## src/rtl/mem_lsu_fmt.sv

```systemverilog
// MEM-stage load/store formatter and single-outstanding data-memory sequencer.
// Stores are lane-replicated with byte enables; loads are lane-extracted and extended.
module mem_lsu_fmt #(
  parameter int TIMEOUT = 16
) (
  input  logic        clk,
  input  logic        rstn,
  input  logic        req_valid,
  output logic        req_ready,
  input  logic        req_we,
  input  logic [1:0]  req_size,
  input  logic        req_unsigned,
  input  logic [31:0] req_addr,
  input  logic [31:0] req_wdata,
  output logic        busy,
  output logic        rsp_valid,
  output logic [31:0] rsp_rdata,
  output logic        misalign,
  output logic        bus_err,
  output logic        mem_req,
  output logic        mem_we,
  output logic [3:0]  mem_be,
  output logic [31:0] mem_addr,
  output logic [31:0] mem_wdata,
  input  logic        mem_ack,
  input  logic [31:0] mem_rdata
);

  localparam int TO_W = $clog2(TIMEOUT + 1);

  typedef enum logic [1:0] {S_IDLE, S_BUSY, S_RESP} state_t;

  state_t          state;
  logic [TO_W-1:0] cnt;
  logic            we_p1;
  logic [1:0]      size_p1;
  logic            uns_p1;
  logic [1:0]      ofs_p1;
  logic            bad_p0;

  function automatic logic [3:0] fmt_be(input logic [1:0] size, input logic [1:0] ofs);
    case (size)
      2'b00:   fmt_be = 4'b0001 << ofs;
      2'b01:   fmt_be = ofs[1] ? 4'b1100 : 4'b0011;
      default: fmt_be = 4'b1111;
    endcase
  endfunction

  function automatic logic [31:0] fmt_wdata(input logic [1:0] size, input logic [31:0] d);
    case (size)
      2'b00:   fmt_wdata = {4{d[7:0]}};
      2'b01:   fmt_wdata = {2{d[15:0]}};
      default: fmt_wdata = d;
    endcase
  endfunction

  function automatic logic [31:0] ext_load(input logic [31:0] rdata, input logic [1:0] size,
                                           input logic uns, input logic [1:0] ofs);
    logic        [7:0]  b;
    logic        [15:0] h;
    logic signed [31:0] bs;
    logic signed [31:0] hs;
    b  = rdata[{ofs, 3'b000} +: 8];
    h  = ofs[1] ? rdata[31:16] : rdata[15:0];
    bs = 32'(signed'(b));
    hs = 32'(signed'(h));
    case (size)
      2'b00:   ext_load = uns ? {24'h0, b} : bs;
      2'b01:   ext_load = uns ? {16'h0, h} : hs;
      default: ext_load = rdata;
    endcase
  endfunction

  // Illegal size or a half/word that straddles its natural boundary is rejected in IDLE.
  assign bad_p0 = (req_size == 2'b11) ||
                  (req_size == 2'b01 && req_addr[0]) ||
                  (req_size == 2'b10 && req_addr[1:0] != 2'b00);

  assign busy = (state == S_IDLE) ? req_valid : (state == S_BUSY);

  // p0 -> p1: request attributes held for load extraction at ack time
  always_ff @(posedge clk) begin
    if (state == S_IDLE && req_valid) begin
      we_p1   <= req_we;
      size_p1 <= req_size;
      uns_p1  <= req_unsigned;
      ofs_p1  <= req_addr[1:0];
    end
  end

  always_ff @(posedge clk or negedge rstn) begin
    if (!rstn) begin
      state     <= S_IDLE;
      cnt       <= '0;
      req_ready <= 1'b1;
      rsp_valid <= 1'b0;
      rsp_rdata <= '0;
      misalign  <= 1'b0;
      bus_err   <= 1'b0;
      mem_req   <= 1'b0;
      mem_we    <= 1'b0;
      mem_be    <= '0;
      mem_addr  <= '0;
      mem_wdata <= '0;
    end else begin
      misalign  <= 1'b0;
      bus_err   <= 1'b0;
      rsp_valid <= 1'b0;
      case (state)
        S_IDLE: begin
          if (req_valid) begin
            if (bad_p0) begin
              misalign <= 1'b1;
            end else begin
              state     <= S_BUSY;
              req_ready <= 1'b0;
              cnt       <= '0;
              mem_req   <= 1'b1;
              mem_we    <= req_we;
              mem_addr  <= {req_addr[31:2], 2'b00};
              mem_be    <= req_we ? fmt_be(req_size, req_addr[1:0]) : 4'b0000;
              mem_wdata <= req_we ? fmt_wdata(req_size, req_wdata) : 32'h0;
            end
          end
        end
        // p1 -> p2: memory word captured and extended on ack
        S_BUSY: begin
          if (mem_ack) begin
            state     <= S_RESP;
            rsp_valid <= 1'b1;
            rsp_rdata <= we_p1 ? 32'h0 : ext_load(mem_rdata, size_p1, uns_p1, ofs_p1);
            mem_req   <= 1'b0;
            mem_we    <= 1'b0;
            mem_be    <= '0;
            mem_addr  <= '0;
            mem_wdata <= '0;
          end else if (cnt == TO_W'(TIMEOUT - 1)) begin
            state     <= S_IDLE;
            req_ready <= 1'b1;
            bus_err   <= 1'b1;
            cnt       <= '0;
            mem_req   <= 1'b0;
            mem_we    <= 1'b0;
            mem_be    <= '0;
            mem_addr  <= '0;
            mem_wdata <= '0;
          end else begin
            cnt <= cnt + TO_W'(1);
          end
        end
        S_RESP: begin
          state     <= S_IDLE;
          req_ready <= 1'b1;
          cnt       <= '0;
        end
        default: begin
          state     <= S_IDLE;
          req_ready <= 1'b1;
        end
      endcase
    end
  end

endmodule
```

## config.mk

```make
export PLATFORM = sky130hd
export DESIGN_NAME = mem_lsu_fmt
export DESIGN_NICKNAME = d
export VERILOG_FILES = /design/src/rtl/mem_lsu_fmt.sv
export SDC_FILE = /design/constraint.sdc
export NUM_CORES = 1
export LEC_CHECK = 0
export CORE_ASPECT_RATIO = 1.2
export CORE_UTILIZATION = 47
export CTS_CLUSTER_DIAMETER = 40
export DETAILED_ROUTE_END_ITERATION = 7
export GPL_TIMING_DRIVEN = 0
export PLACE_DENSITY = 0.86
export SYNTH_ARGS = -nofsm -noshare
export SYNTH_HDL_FRONTEND = slang
export SYNTH_SLANG_ARGS = --single-unit
```

## constraint.sdc

```tcl
create_clock -name clk -period 2.8 [get_ports clk]
set_input_delay 0.42 -clock clk [delete_from_list [all_inputs] [get_ports clk]]
set_output_delay 0.42 -clock clk [all_outputs]
set_load 0.03 [all_outputs]
```

==> impl_metrics.toml <==
[placed_design]
place_inst = 804
gp_congestion = 0.915
portBuffers = 208
dpl.hpwl_mm = 12.4
dp_slack_ns = 0.0333

[critical_path]
path_delay_family = "buffers and inverters"
slowest_stage = "clkdlybuf4s50_1"
critPathKind = "input port to flip-flop"
worst_path_largest_cell_delay_ns = 0.52
critPathBufInv = 3
rrSetupSlack_ns = 0.57
cp.required_ns = 3.09
path_common_cell = "buf_2"
crit_path_start_kind = "input port"
r2r-end = "rsp_rdata[14]$_DFFE_PN0P_"
cp_data_arrival_time_ns = 2.69
worst_r2r_path_depth = 6
cp_max_fo = 10
endpoint_kind = "flip-flop"
timing.rr.start = "state[0]$_DFFE_PN0P_"
path_cells = "clkdlybuf4s50_1 > nor3_1 > o21ai_1 > a211o_1 > buf_2 > buf_2 > a22o_1"

[drt]
drtIter0Drc = 304
route.detailed.drc = 0
dr_total_vias = 4899
wl_per_cell_um = 20.3
wirelength_mm = 17.0
firstDrtPassIters = 6
avgViaCountPerCell = 5.86
drtAntennaViolNets = 0

[global_route]
grt_start_max_net_pins = 69
gr-total-overflow = 0
grt_usage_pct = 30.3
antenna_found_initial = 0
grt_pass1_vias = 5219
grt_pass1_wl_mm = 26.9

[floorplanning]
rows = 42
pin_count = 211
initial_core_util_pct = 48.1
core_mm2 = 0.0110
fp.dieH_um = 118
dieWidth_um = 98.8
dieArea_mm2 = 0.0117

[cts]
clock_path_buffers = 2
cts_tree = "built"
hold_buffers = 0
cts_buffers = 17
clock_latency_ns = 0.42
clock_tree.htree_level_count = 4
root_buffer = "clkbuf_16"
cts.sinks = 117
cts_resized = 0
path_clk_slew_ns = 0.05
post_cts_buffers = 0

[power_and_ir_drop]
p_int_mw = 4.77
p_leak_nw = 3.61
pwr-share-seq_pct = 32.5
comb_power_share_pct = 33.8
max-vdd-ir-drop_mv = 0.545
p_clk_share_pct = 33.7
p_sw_mw = 2.41
switching_share_pct = 33.5
power_density_mw_per_mm2 = 874

[sta]
max_slew_margin_pct = 50.5
setup_violations = 0
final.min_clock_period_ns = 2.39
hold_viol = 0
max_freq_mhz = 418
fin_skew_ns = 0.0117
fin_ws_ns = 0.407
finalSetupTns_ns = 0
maxSlewViolCount = 0
rsz0062_at_grt = "false"
layout_worst_path_cycle_share_pct = 85.5
worstMarginPinSlew_ns = 0.723
holdWs_ns = 0.0109

[finish]
diodes = 0
finish.utilization_pct = 74.8
syn_to_final_growth_pct = 55.5
fin_nets = 796
drive_above_1_share_pct = 7.53
instances_no_fill = 836
fillCellCount = 734

[logic_synthesis]
synth_top_area_share_pct = 52.1
synth.top_cells.by_count = "dfrtp_1 (110), a22o_1 (39), a21oi_1 (38)"
synth_flop_cell = "dfrtp_1"
synth_cells = 462
synth_warnings = 0
synth-edff-count = 6
yosys.area.top_type = "dfrtp_1"
yosysUniqueCellTypes = 51
seq_area_frac_synth_pct = 56.0
syn_area_mm2 = 0.00529
yosysMostFrequentCell = "dfrtp_1"
syn_area_per_cell_um2 = 11.4
ys_ff_latch = 117
netlist_top_cells_area = "dfrtp_1 (52%), a22o_1 (6.5%), mux2_1 (5.1%)"
async_flop_share_pct = 94.9

[status]
status = "finished clean"

[job]
drv_cap = 0

[worst_hold_path]
hold_path.class = "input port to asynchronous set/reset pin"
metrics by stage:
stage	area (um2)	power, mW
4_1_cts	8220	7.20
3_3_place_gp	7540	4.69
5_1_grt	8220	7.44
2_1_floorplan	5290	3.61
3_5_place_dp	7560	4.76
6_report	8220	7.18
registers in the layout, summed over array words and instances (netlist names):
register   count
bus_err        1
cnt            5
mem_addr      30
mem_be         4
mem_req        1
mem_wdata     32
mem_we         1
misalign       1
ofs_p1         2
req_ready      1
rsp_rdata     32
rsp_valid      1
size_p1        2
state          2
uns_p1         1
we_p1          1
worst register-to-register path: stages, from the launching register on:
cell,delay [ns]
dfrtp_1,0.38
buf_2,0.23
nand3b_1,0.30
nor2_1,0.52
clkbuf_1,0.40
o21ai_0,0.19
o21ai_1,0.14
logic make-up after synthesis:
family          count (synthesis)  synth area share [%]
simple gates                   61                  5.85
buf+inv                        67                  5.33
other cells                     1                0.0710
flops                         117                  56.0
fa+ha+maj                       1                 0.237
mux                            42                  8.57
compound gates                173                  24.0
worst max path at each step:
stage / from / endpoint / slack (ns) / depth (start not counted)
6_report: req_addr[1] / mem_addr[24]$_DFFE_PN0P_ / 0.41 / 7
4_1_cts: req_addr[1] / mem_addr[24]$_DFFE_PN0P_ / 0.41 / 7
3_5_place_dp: req_addr[1] / mem_addr[24]$_DFFE_PN0P_ / 0.03 / 7
3_3_place_gp: rstn / mem_addr[18]$_DFFE_PN0P_ / -2.76 / 1
2_1_floorplan: req_size[1] / mem_addr[15]$_DFFE_PN0P_ / 0.84 / 7
5_1_grt: req_addr[1] / mem_addr[24]$_DFFE_PN0P_ / 0.22 / 7
final cells by class:
class	instances	area (um2)	area share [%]
clock inverters	13	203	2.47
clock buffers	19	453	5.51
repair buffers	209	2110	25.6
inverters	32	120	1.46
multi-input cells	279	2050	24.9
flip-flops and latches	117	2960	36.0
well taps	132	165	2.01
plain buffers	35	161	1.96
power by group through the flow:
stage | sequential (mW) | combinational [mW] | clock (mW)
after floorplan | 3.03 | 0.583 | 0
after global placement | 2.33 | 2.36 | 0
after detailed placement | 2.35 | 2.42 | 0
after CTS | 2.33 | 2.43 | 2.44
after global routing | 2.38 | 2.54 | 2.52
final | 2.34 | 2.43 | 2.42
layer usage:
metal	track usage, %	up-vias	part of all wire [%]
met5	0	-	0
met4	15.9	0	3.7
met3	9.70	50	9.0
met2	51.4	274	50
met1	33.8	2398	37
li1	-	2177	-
cell usage in the layout (no fill, tap or decap), drive strengths merged, types with 2 or more instances in the layout:
| master | instances |
|---|---|
| bufinv | 5 |
| a211o | 2 |
| clkdlybuf4s50 | 207 |
| a221o | 16 |
| and3 | 2 |
| nand2b | 5 |
| a22o | 39 |
| o21a | 2 |
| mux2i | 16 |
| nor4 | 2 |
| clkinv | 5 |
| nor3 | 4 |
| a31oi | 2 |
| a21o | 2 |
| clkbuf | 43 |
| inv | 33 |
| conb | 2 |
| clkinvlp | 2 |
| buf | 13 |
| nand2 | 19 |
| dfrtp | 110 |
| mux2 | 26 |
| a2111oi | 8 |
| nor2b | 2 |
| nand3 | 2 |
| edfxtp | 6 |
| or3 | 7 |
| and2 | 2 |
| a21oi | 38 |
| nor2 | 12 |
| o2bb2ai | 12 |
| o211ai | 10 |
| o21ai | 34 |
Note: power is estimated with default switching activity, not from simulation.
